===== src/rtl/led_pwm_ctrl.sv =====
// rtl/led_pwm_ctrl.sv - multi-channel LED driver with OFF/ON/BLINK/PWM modes
module led_pwm_ctrl #(
  parameter int N_LED      = 4,
  parameter int PWM_BITS   = 8,
  parameter int PRESCALE   = 1000,
  parameter int ACTIVE_LOW = 1,
  parameter logic [N_LED-1:0] RESET_ON_MASK = N_LED'(4'b1000),
  localparam int SEL_W = (N_LED > 1) ? $clog2(N_LED) : 1
) (
  input  logic                clk,
  input  logic                rst,
  input  logic                wr_en,
  input  logic [SEL_W-1:0]    wr_sel,
  input  logic [1:0]          wr_mode,
  input  logic [PWM_BITS-1:0] wr_duty,
  output logic                wr_ack,
  output logic                wr_err,
  output logic [N_LED-1:0]    led
);

  localparam int PS_W = (PRESCALE > 1) ? $clog2(PRESCALE) : 1;
  localparam logic [PS_W-1:0] PS_LAST = PS_W'(PRESCALE - 1);
  localparam logic [N_LED-1:0] LED_IDLE = (ACTIVE_LOW != 0) ? '1 : '0;

  localparam logic [1:0] MODE_OFF   = 2'd0;
  localparam logic [1:0] MODE_ON    = 2'd1;
  localparam logic [1:0] MODE_BLINK = 2'd2;
  localparam logic [1:0] MODE_PWM   = 2'd3;

  logic [PS_W-1:0]                  ps_q, ps_d;
  logic [PWM_BITS-1:0]              pwm_q, pwm_d;
  logic                             phase_q, phase_d;
  logic [N_LED-1:0][1:0]            mode_q, mode_d;
  logic [N_LED-1:0][PWM_BITS-1:0]   duty_q, duty_d;
  logic                             ack_q, ack_d;
  logic                             err_q, err_d;
  logic [N_LED-1:0]                 led_q, led_d;
  logic [N_LED-1:0]                 lit;
  logic                             tick;
  logic                             wr_ok;

  assign tick  = (ps_q == PS_LAST);
  assign wr_ok = (int'(wr_sel) < N_LED);

  // Timebase: writes never touch these, so all channels stay phase-aligned.
  always_comb begin
    ps_d    = tick ? '0 : ps_q + 1'b1;
    pwm_d   = pwm_q;
    phase_d = phase_q;
    if (tick) begin
      pwm_d = pwm_q + 1'b1;
      if (pwm_q == '1) begin
        phase_d = ~phase_q;
      end
    end
  end

  always_comb begin
    mode_d = mode_q;
    duty_d = duty_q;
    ack_d  = 1'b0;
    err_d  = 1'b0;
    if (wr_en) begin
      if (wr_ok) begin
        ack_d = 1'b1;
        for (int i = 0; i < N_LED; i++) begin
          if (wr_sel == SEL_W'(i)) begin
            mode_d[i] = wr_mode;
            duty_d[i] = wr_duty;
          end
        end
      end else begin
        err_d = 1'b1;
      end
    end
  end

  always_comb begin
    lit = '0;
    for (int i = 0; i < N_LED; i++) begin
      case (mode_q[i])
        MODE_OFF:   lit[i] = 1'b0;
        MODE_ON:    lit[i] = 1'b1;
        MODE_BLINK: lit[i] = phase_q;
        MODE_PWM:   lit[i] = (pwm_q < duty_q[i]);
        default:    lit[i] = 1'b0;
      endcase
    end
    led_d = (ACTIVE_LOW != 0) ? ~lit : lit;
  end

  always_ff @(posedge clk or posedge rst) begin
    if (rst) begin
      ps_q    <= '0;
      pwm_q   <= '0;
      phase_q <= 1'b0;
      ack_q   <= 1'b0;
      err_q   <= 1'b0;
      led_q   <= LED_IDLE;
      duty_q  <= '0;
      for (int i = 0; i < N_LED; i++) begin
        mode_q[i] <= RESET_ON_MASK[i] ? MODE_ON : MODE_OFF;
      end
    end else begin
      ps_q    <= ps_d;
      pwm_q   <= pwm_d;
      phase_q <= phase_d;
      ack_q   <= ack_d;
      err_q   <= err_d;
      led_q   <= led_d;
      mode_q  <= mode_d;
      duty_q  <= duty_d;
    end
  end

  assign wr_ack = ack_q;
  assign wr_err = err_q;
  assign led    = led_q;

endmodule


===== config.mk =====
export PLATFORM = sky130hd
export DESIGN_NAME = led_pwm_ctrl
export DESIGN_NICKNAME = d
export VERILOG_FILES = /design/src/rtl/led_pwm_ctrl.sv
export SDC_FILE = /design/constraint.sdc
export NUM_CORES = 1
export LEC_CHECK = 0
export CAP_MARGIN = 25
export CORE_MARGIN = 4
export CORE_UTILIZATION = 47
export CTS_CLUSTER_DIAMETER = 100
export DETAILED_ROUTE_END_ITERATION = 16
export GPL_TIMING_DRIVEN = 0
export PLACE_DENSITY = 0.66
export SLEW_MARGIN = 25
export SYNTH_ARGS = -nofsm -noshare
export SYNTH_HDL_FRONTEND = slang
export SYNTH_SLANG_ARGS = --single-unit

===== constraint.sdc =====
create_clock -name clk -period 3 [get_ports clk]
set_clock_uncertainty 0.15 [all_clocks]
set_input_delay 0.9 -clock clk [delete_from_list [all_inputs] [get_ports clk]]
set_output_delay 0.9 -clock clk [all_outputs]
set_load 0.02 [all_outputs]

==> metrics.md, run 1 <==
| Metric | Value |
|---|---|
| Status | `completed` |
| Sink Count | `64` |
| Seq/Total Area, Yosys | `48.40%` |
| Num ports | `21` |
| Crit start category | `primary input` |
| Total gr overflow | `0` |
| DR iter-0 viols | `66` |
| Pint | `0.001639 W` |
| R2R depth | `4` |
| Overall Power | `0.002195 W` |
| CP Launch Point | `wr_en` |
| # rows | `30` |
| Unique masters post-synth | `41` |
| P_leak | `1.808 nW` |
| Critical Path End Type | `flop` |
| Cell Area, Synth | `3322 um2` |
| WL per Instance | `14.27 um` |
| Switching part of the total | `25.35%` |
| Clk buf depth | `2` |
| Terminus of the critical flop-to-flop path | `pwm_q[1]` |
| Peak VDD IR | `0.0002844 V` |
| Number of H-tree levels | `3` |
| RSZ-0062 raised after global routing | `false` |
| Post-route clock period utilization | `83.76%` |
| Reg power frac | `47.2%` |
| Placed cell area | `3655 um2` |
| CP Depth | `4` |
| Die H | `92.07 um` |
| RePlAce Congestion | `0.7946` |
| PortBufs | `19` |
| Area of the multi-input gates | `1568 um2` |
| CP cell instances | `clkdlybuf4s50_1, nor3b_2, clkbuf_1, o21ai_0` |
| NetSw | `0.0005565 W` |
| Slew headroom | `57.97%` |
| P&R area growth vs syn | `16.38%` |
| Ys async rst share | `100.0%` |
| Via density | `5.098` |
| Slew Limit Fails | `0` |
| Final Hold Vio Count | `0` |
| Post-layout util | `56.59%` |
| Worst hold slack | `0.3148 ns` |
| Clock network power share | `36.4%` |
| CP arrival | `2.57 ns` |
| Core footprint | `6832 um2` |
| Post-route minimum period | `2.513 ns` |
| Largest net degree at the start of global routing | `38` |
| Resize count post-CTS | `0` |
| Measured slew at the worst slew-check pin | `0.6276 ns` |
| Detailed Routing Iterations Pass 1 | `4` |
| Num CTS Buffers | `9` |
| Antenna violations before repair | `0` |
| Layout cells sized above 1 | `20.12%` |
| Clk_lat worst skew | `0.34 ns` |
| Drt drc | `0` |
| Fmax | `398.0 MHz` |
| Detailed Place HPWL | `4520 um` |
| Critical R2R Launch | `ps_q[0]` |
| First-pass GRT wire length | `10630 um` |
| Total GRT Usage | `16.10%` |
| Synth Instances | `297` |
| Worst-path clk slew | `0.07 ns` |
| Yosys top cell by area | `dfrtp_1` |
| Final non-filler cell area | `3866 um2` |
| Flop-to-flop setup slack | `1.08 ns` |
| CP top delay family | `buffers and inverters` |
| Die area | `8477 um2` |
| DRT antenna net count | `0` |
| Power per Cell Area | `567.8 nW/um2` |
| Yosys warns | `0` |
| Post-CTS Setup Inserts | `0` |
| Dominant synthesized flop cell | `dfrtp_1` |
| Slowest CP cell | `nor3b_2` |
| #FFs+latches synth | `64` |
| CTS tree | `done` |
| Syn Area/Cell | `11.18 um2` |
| Ant diodes | `0` |
| Comb power frac | `16.4%` |
| Storage cell area | `1608 um2` |
| Synthesized net count | `342` |
| Number of global-route vias before repair | `2248` |
| Req. time, crit path | `3.05 ns` |
| Worst-path maximum fanout | `10` |
| Final WL | `6121 um` |
| CP Class | `in -> reg` |
| Initial Util | `48.63%` |
| CP peak stage delay | `0.57 ns` |
| Via count | `2187` |
| Max capacitance violation total | `0` |
| CTS Root Cell | `clkbuf_8` |
| Post-synth EDFFs | `0` |
| Worst Path Buf+Inv | `2` |
| # setup viols final | `0` |
| Final Net Count | `373` |
| Die X | `92.07 um` |
| HP Class | `reg -> reg` |
| CTS Hold Bufs | `0` |
| Synth area leaders | `dfrtp_1, mux2_2, ha_1` |
| CP endpoint | `duty_q[4]` |
| Top cell type's share of synthesized area | `44.44%` |
| Fillers | `585` |
how the worst min path moves through the flow:
stage                  from  depth (start not counted)  slack [ns]       to
global placement    ps_q[0]                          1        0.29  ps_q[0]
floorplan           ps_q[0]                          1        0.28  ps_q[0]
CTS                 ps_q[0]                          1        0.32  ps_q[0]
detailed placement  ps_q[0]                          1        0.31  ps_q[0]
global route        ps_q[0]                          1        0.33  ps_q[0]
finish              ps_q[0]                          1        0.31  ps_q[0]
per-stage QoR:
stage,setup WS [ns],setup TNS [ns],cells
floorplan,0.3602,0,297
global placement,-0.8021,-48.16,412
detailed placement,0.1263,0,413
CTS,0.4657,0,429
global route,0.3523,0,429
finish,0.4873,0,429
placed cells by master, fill, tap and decap left out, types with 7 or more instances in the layout:
cell	n
dfrtp_1	59
mux2_2	34
inv_1	33
ha_1	30
nand2_1	21
clkdlybuf4s50_1	19
o21ai_0	18
a21oi_1	12
nand3_1	9
clkbuf_8	9
xnor2_1	8
nor2_1	7
cell type report:
type,instances,area share (%)
multi-input combinational,195,40.55
clock inverter,6,2.168
clock buffer,10,3.301
timing repair buffer,20,5.437
buffer,4,0.4854
sequential,64,41.59
inverter,34,3.366
tap,96,3.107
per-layer routing:
layer	share of wire, %	global-route usage, %	vias up
met5	0	0	-
met4	2.0	8.787	0
met3	3.2	2.789	11
met2	45	24.39	36
met1	50	21.88	1042
li1	-	-	1098
sequential cells by signal (all words and copies together) (netlist names):
signal / cells
led: 4
ps_q: 10
wr_ack: 1
mode_q: 8
pwm_q: 8
duty_q: 32
phase_q: 1
cells by family after synthesis:
group	after synthesis	share of synthesized area [%]
AOI/OAI and AO/OA	44	8.023
and+or+nand+nor	74	12.84
xor gates and xnor gates	12	3.390
DFF	64	48.40
adders and majority gates	30	11.30
other	1	0.1129
buffers and inverters	38	4.407
muxes	34	11.53
synthesized netlist by cell type (2+ instances only):
library cell / instances
nand4_1: 4
and3_1: 4
nand2_1: 21
xor2_1: 3
dfrtp_1: 59
xnor2_1: 8
nand2b_1: 5
dfstp_2: 5
a21oi_1: 12
inv_1: 34
nor2_1: 7
mux2_2: 34
nor3_1: 4
a211o_1: 3
o21a_1: 5
nand3_1: 9
ha_1: 30
clkbuf_1: 3
nor2b_1: 4
or3_1: 2
o21ai_0: 18
nand3b_1: 4
power by group through the flow:
| stage | clock, W | combinational, W | sequential (W) |
|---|---|---|---|
| global placement | 0 | 0.000347 | 0.00105 |
| CTS | 0.000818 | 0.000366 | 0.00104 |
| global route | 0.000857 | 0.000412 | 0.00105 |
| floorplan | 0 | 0.000232 | 0.00106 |
| finish | 0.000798 | 0.000360 | 0.00104 |
| detailed placement | 0 | 0.000363 | 0.00105 |
Power figures use the tool's default switching activity.
==> run 2: changes to the inputs <==
Clock period 3 ns to 2.37 ns, I/O delays scaled along.
==> metrics.md, run 2 (synthesis results as in run 1) <==
| Metric | Value |
|---|---|
| PortBufs | `19` |
| Hold endpoint | `ps_q[0]` |
| WL per Instance | `14.41 um` |
| Worst-path maximum fanout | `1` |
| Clk buf depth | `2` |
| HP Class | `reg -> reg` |
| Die H | `92.07 um` |
| CTS tree | `done` |
| # setup viols final | `0` |
| Biggest regs | `duty_q (32), ps_q (10)` |
| Worst hold slack | `0.2991 ns` |
| Core footprint | `6832 um2` |
| Post-CTS Setup Inserts | `0` |
| Req. time, crit path | `1.51 ns` |
| CP Class | `reg -> out` |
| Num ports | `21` |
| Initial Util | `48.63%` |
| RSZ-0062 raised after global routing | `false` |
| HP Start | `ps_q[0]` |
| Final WL | `6197 um` |
| Total gr overflow | `0` |
| Layout cells sized above 1 | `20.66%` |
| P_leak | `1.840 nW` |
| Post-layout util | `57.42%` |
| Die area | `8477 um2` |
| Final Hold Vio Count | `0` |
| Critical Path End Type | `output port` |
| Crit start category | `flop` |
| Detailed Routing Iterations Pass 1 | `4` |
| Commonest non-fill, non-tap cells in the layout | `dfrtp_1, mux2_2, inv_1, ha_1, nand2_1` |
| CP arrival | `1.44 ns` |
| Slew headroom | `58.43%` |
| Via count | `2224` |
| Status | `completed` |
| Top reg by flops | `duty_q` |
| Antenna violations before repair | `0` |
| Post-route clock period utilization | `97.28%` |
| Post-route minimum period | `2.305 ns` |
| CP cell instances | `clkdlybuf4s50_1` |
| Via density | `5.172` |
| Clk_lat worst skew | `0.34 ns` |
| Most common cell after layout, fill and taps aside | `dfrtp_1` |
| Critical R2R Launch | `ps_q[0]` |
| Peak VDD IR | `0.0003415 V` |
| DR iter-0 viols | `51` |
| Hold Crit Depth | `1` |
| Fmax | `433.8 MHz` |
| P&R area growth vs syn | `18.08%` |
| Max reg flops | `32` |
| R2R depth | `4` |
| Worst Path Buf+Inv | `1` |
| Max capacitance violation total | `0` |
| Drt drc | `0` |
| Flop-to-flop setup slack | `0.44 ns` |
| Total GRT Usage | `16.23%` |
| Final worst setup slack | `0.06452 ns` |
| Detailed Place HPWL | `4537 um` |
| Slowest CP cell | `clkdlybuf4s50_1` |
| RePlAce Congestion | `0.7862` |
| Final Net Count | `374` |
| Number of global-route vias before repair | `2190` |
| Worst-path clk slew | `0.08 ns` |
| Num CTS Buffers | `9` |
| CTS Root Cell | `clkbuf_8` |
| Ant diodes | `0` |
| Pre-CTS setup slack | `-0.3700 ns` |
| Number of H-tree levels | `3` |
| Power per Cell Area | `726.1 nW/um2` |
| Sink Count | `64` |
| Measured slew at the worst slew-check pin | `0.6236 ns` |
| Slew Limit Fails | `0` |
| # rows | `30` |
| First-pass GRT wire length | `10730 um` |
| CP top delay family | `buffers and inverters` |
| Terminus of the critical flop-to-flop path | `pwm_q[1]` |
| DRT antenna net count | `0` |
| Die X | `92.07 um` |
| CP peak stage delay | `0.59 ns` |
| Largest net degree at the start of global routing | `29` |
-- run 2: changes by cell type in the layout (fill, tap and decap cells not counted) --
cell,previous run,this run
buf_16,0,1
clkbuf_1,4,3
clkbuf_8,9,11
clkdlybuf4s50_1,19,18
clkinv_2,3,2
clkinvlp_4,0,1
dlymetal6s2s_1,0,1
inv_4,1,0
nor3b_2,1,0
nor3b_4,0,1
-- run 2: timing repair --
action,in CTS,in global routing
gates resized for setup,1,1
endpoints found under the hold margin,0,0
hold buffers,0,0
setup endpoints to repair,1,1
-- run 2: area by class of cell --
class / count / area (um2)
clock buffer: 11 / 151.4
multi-input combinational: 195 / 1574
buffer: 4 / 18.77
clock inverter: 5 / 78.83
timing repair buffer: 21 / 240.2
tap: 96 / 120.1
inverter: 34 / 131.4
fill: 607 / 2909
sequential: 64 / 1608
-- run 2: stage by stage --
step           cell area (um2)  setup TNS [ns]  cells  total power, W
3_5_place_dp              3684          -6.663    414        0.001799
6_report                  3923               0    430        0.002848
3_3_place_gp              3636          -6.479    412        0.001767
5_1_grt                   3923               0    430        0.003017
2_1_floorplan             3326               0    297        0.001637
4_1_cts                   3920               0    430        0.002876
-- run 2: worst max path at each step --
stage	from	endpoint	depth (start not counted)
2_1_floorplan	wr_sel[1]	duty_q[10]	3
3_3_place_gp	wr_en	duty_q[4]	4
3_5_place_dp	wr_en	duty_q[7]	4
4_1_cts	led[3]	led[3]	1
5_1_grt	led[2]	led[2]	1
6_report	led[2]	led[2]	1
-- run 2: where the power goes --
group	switching, W	total, W	internal (W)
logic	0.000222	0.000464	0.000241
registers	0.0000652	0.00132	0.00125
clock network	0.000422	0.00107	0.000648
-- run 2: per-layer routing --
layer | GRT usage, % | part of all wire (%) | vias up
met1 | 21.66 | 48 | 1084
li1 | - | - | 1092
met5 | 0 | 0 | -
met4 | 6.436 | 0.95 | 0
met2 | 24.76 | 46 | 40
met3 | 4.840 | 4.3 | 8
==> run 3: changes to the inputs <==
Settings changed: SKIP_CTS_REPAIR_TIMING from default to 1.
==> metrics.md, run 3 (synthesis results as in run 1) <==
| Metric | Value |
|---|---|
| Power per Cell Area | `725.9 nW/um2` |
| Detailed Place HPWL | `4537 um` |
| RSZ-0062 raised after global routing | `false` |
| Num CTS Buffers | `9` |
| Critical R2R Launch | `ps_q[0]` |
| CP top delay family | `buffers and inverters` |
| Num ports | `21` |
| Drt drc | `0` |
| # rows | `30` |
| Slew Limit Fails | `0` |
| Status | `completed` |
| DR iter-0 viols | `49` |
| Worst-path clk slew | `0.07 ns` |
| CTS Root Cell | `clkbuf_8` |
| Final Net Count | `374` |
| Final WL | `6192 um` |
| Ant diodes | `0` |
| Overall Power | `0.002847 W` |
| Number of H-tree levels | `3` |
| Sink Count | `64` |
| Pre-CTS setup slack | `-0.3700 ns` |
| Commonest non-fill, non-tap cells in the layout | `dfrtp_1, mux2_2, inv_1, ha_1, nand2_1` |
| Initial Util | `48.63%` |
| Req. time, crit path | `1.51 ns` |
| Post-layout util | `57.42%` |
| Final worst setup slack | `0.06564 ns` |
| Fmax | `434.0 MHz` |
| Crit start category | `flop` |
| CP peak stage delay | `0.59 ns` |
| Fin Setup TNS | `0 ns` |
| Total gr overflow | `0` |
| WL per Instance | `14.40 um` |
| Slowest CP cell | `clkdlybuf4s50_1` |
| Max capacitance violation total | `0` |
| DRT antenna net count | `0` |
| CP Class | `reg -> out` |
| Clk_lat worst skew | `0.34 ns` |
| Die X | `92.07 um` |
| # setup viols final | `0` |
| Core footprint | `6832 um2` |
| Die area | `8477 um2` |
| Biggest regs | `duty_q (32), ps_q (10)` |
| Layout cells sized above 1 | `20.66%` |
| Largest net degree at the start of global routing | `29` |
| Detailed Routing Iterations Pass 1 | `4` |
| Worst Path Buf+Inv | `1` |
| CP cell instances | `clkdlybuf4s50_1` |
| CP arrival | `1.44 ns` |
| HP Class | `reg -> reg` |
| Peak VDD IR | `0.0003413 V` |
| Area of the multi-input gates | `1574 um2` |
| Slew headroom | `58.66%` |
| Total GRT Usage | `16.20%` |
| Max reg flops | `32` |
| RePlAce Congestion | `0.7862` |
| Via count | `2225` |
| CTS tree | `done` |
| Final Hold Vio Count | `0` |
| Worst-path maximum fanout | `1` |
| Antenna violations before repair | `0` |
| Clk buf depth | `2` |
| Flop-to-flop setup slack | `0.44 ns` |
| Via density | `5.174` |
| Post-route minimum period | `2.304 ns` |
| CP Launch Point | `led[2]` |
| Die H | `92.07 um` |
| Top reg by flops | `duty_q` |
| P&R area growth vs syn | `18.08%` |
| Critical Path End Type | `output port` |
| Number of global-route vias before repair | `2185` |
| PortBufs | `19` |
| Post-route clock period utilization | `97.23%` |
| Storage cell area | `1608 um2` |
| Most common cell after layout, fill and taps aside | `dfrtp_1` |
| HP Start | `ps_q[0]` |
| Fillers | `607` |
| P_leak | `1.840 nW` |
| First-pass GRT wire length | `10700 um` |
| Measured slew at the worst slew-check pin | `0.6201 ns` |
-- run 3: cell counts in the layout (fill, tap and decap cells not counted) --
No cell type changed its count.
-- run 3: final timing paths --
kind | end | cells past startpoint
hold / removal | ps_q[0] | 1
hold reg to reg | ps_q[0] | 1
max in group asynchronous | led[3] | 4
setup / recovery | led[2] | 1
setup reg to reg | pwm_q[1] | 4
min in group asynchronous | ps_q[6] | 2
-- run 3: per-stage QoR --
step,hold slack [ns],area [um2],instances
final,0.2991,3923,430
after CTS,0.3046,3914,430
after floorplan,0.2751,3326,297
after detailed placement,0.2953,3684,414
after global placement,0.2898,3636,412
after global routing,0.3210,3923,430
-- run 3: report_power, final --
| part | switching (W) | internal, W | leakage, nW | total, W |
|---|---|---|---|---|
| Sequential | 0.0000652 | 0.00125 | 0.780 | 0.00132 |
| Clock | 0.000421 | 0.000648 | 0.119 | 0.00107 |
| Combinational | 0.000222 | 0.000241 | 0.940 | 0.000464 |
| Total | 0.000708 | 0.00214 | 1.84 | 0.00285 |
-- run 3: layer usage --
layer / track usage (%) / vias to the layer above / wire length (um)
met5: 0 / - / 0
met4: 6.436 / 0 / 59
met3: 4.840 / 8 / 267
met2: 24.64 / 40 / 2870
met1: 21.66 / 1084 / 2994
li1: - / 1093 / -
-- run 3: area by class of cell --
class / instances / share of cell area (%)
sequential: 64 / 40.99
multi-input combinational: 195 / 40.13
timing repair buffer: 21 / 6.124
clock buffer: 11 / 3.860
inverter: 34 / 3.349
tap: 96 / 3.062
clock inverter: 5 / 2.010
buffer: 4 / 0.4785
-- run 3: worst register-to-register path: cells and delay by family (launching register included) --
family,cells,cell delay [ns]
AND/OR/NAND/NOR,2,0.66
multiplexers,1,0.39
flip-flops,1,0.36
adder cells (fa/ha/maj),1,0.27
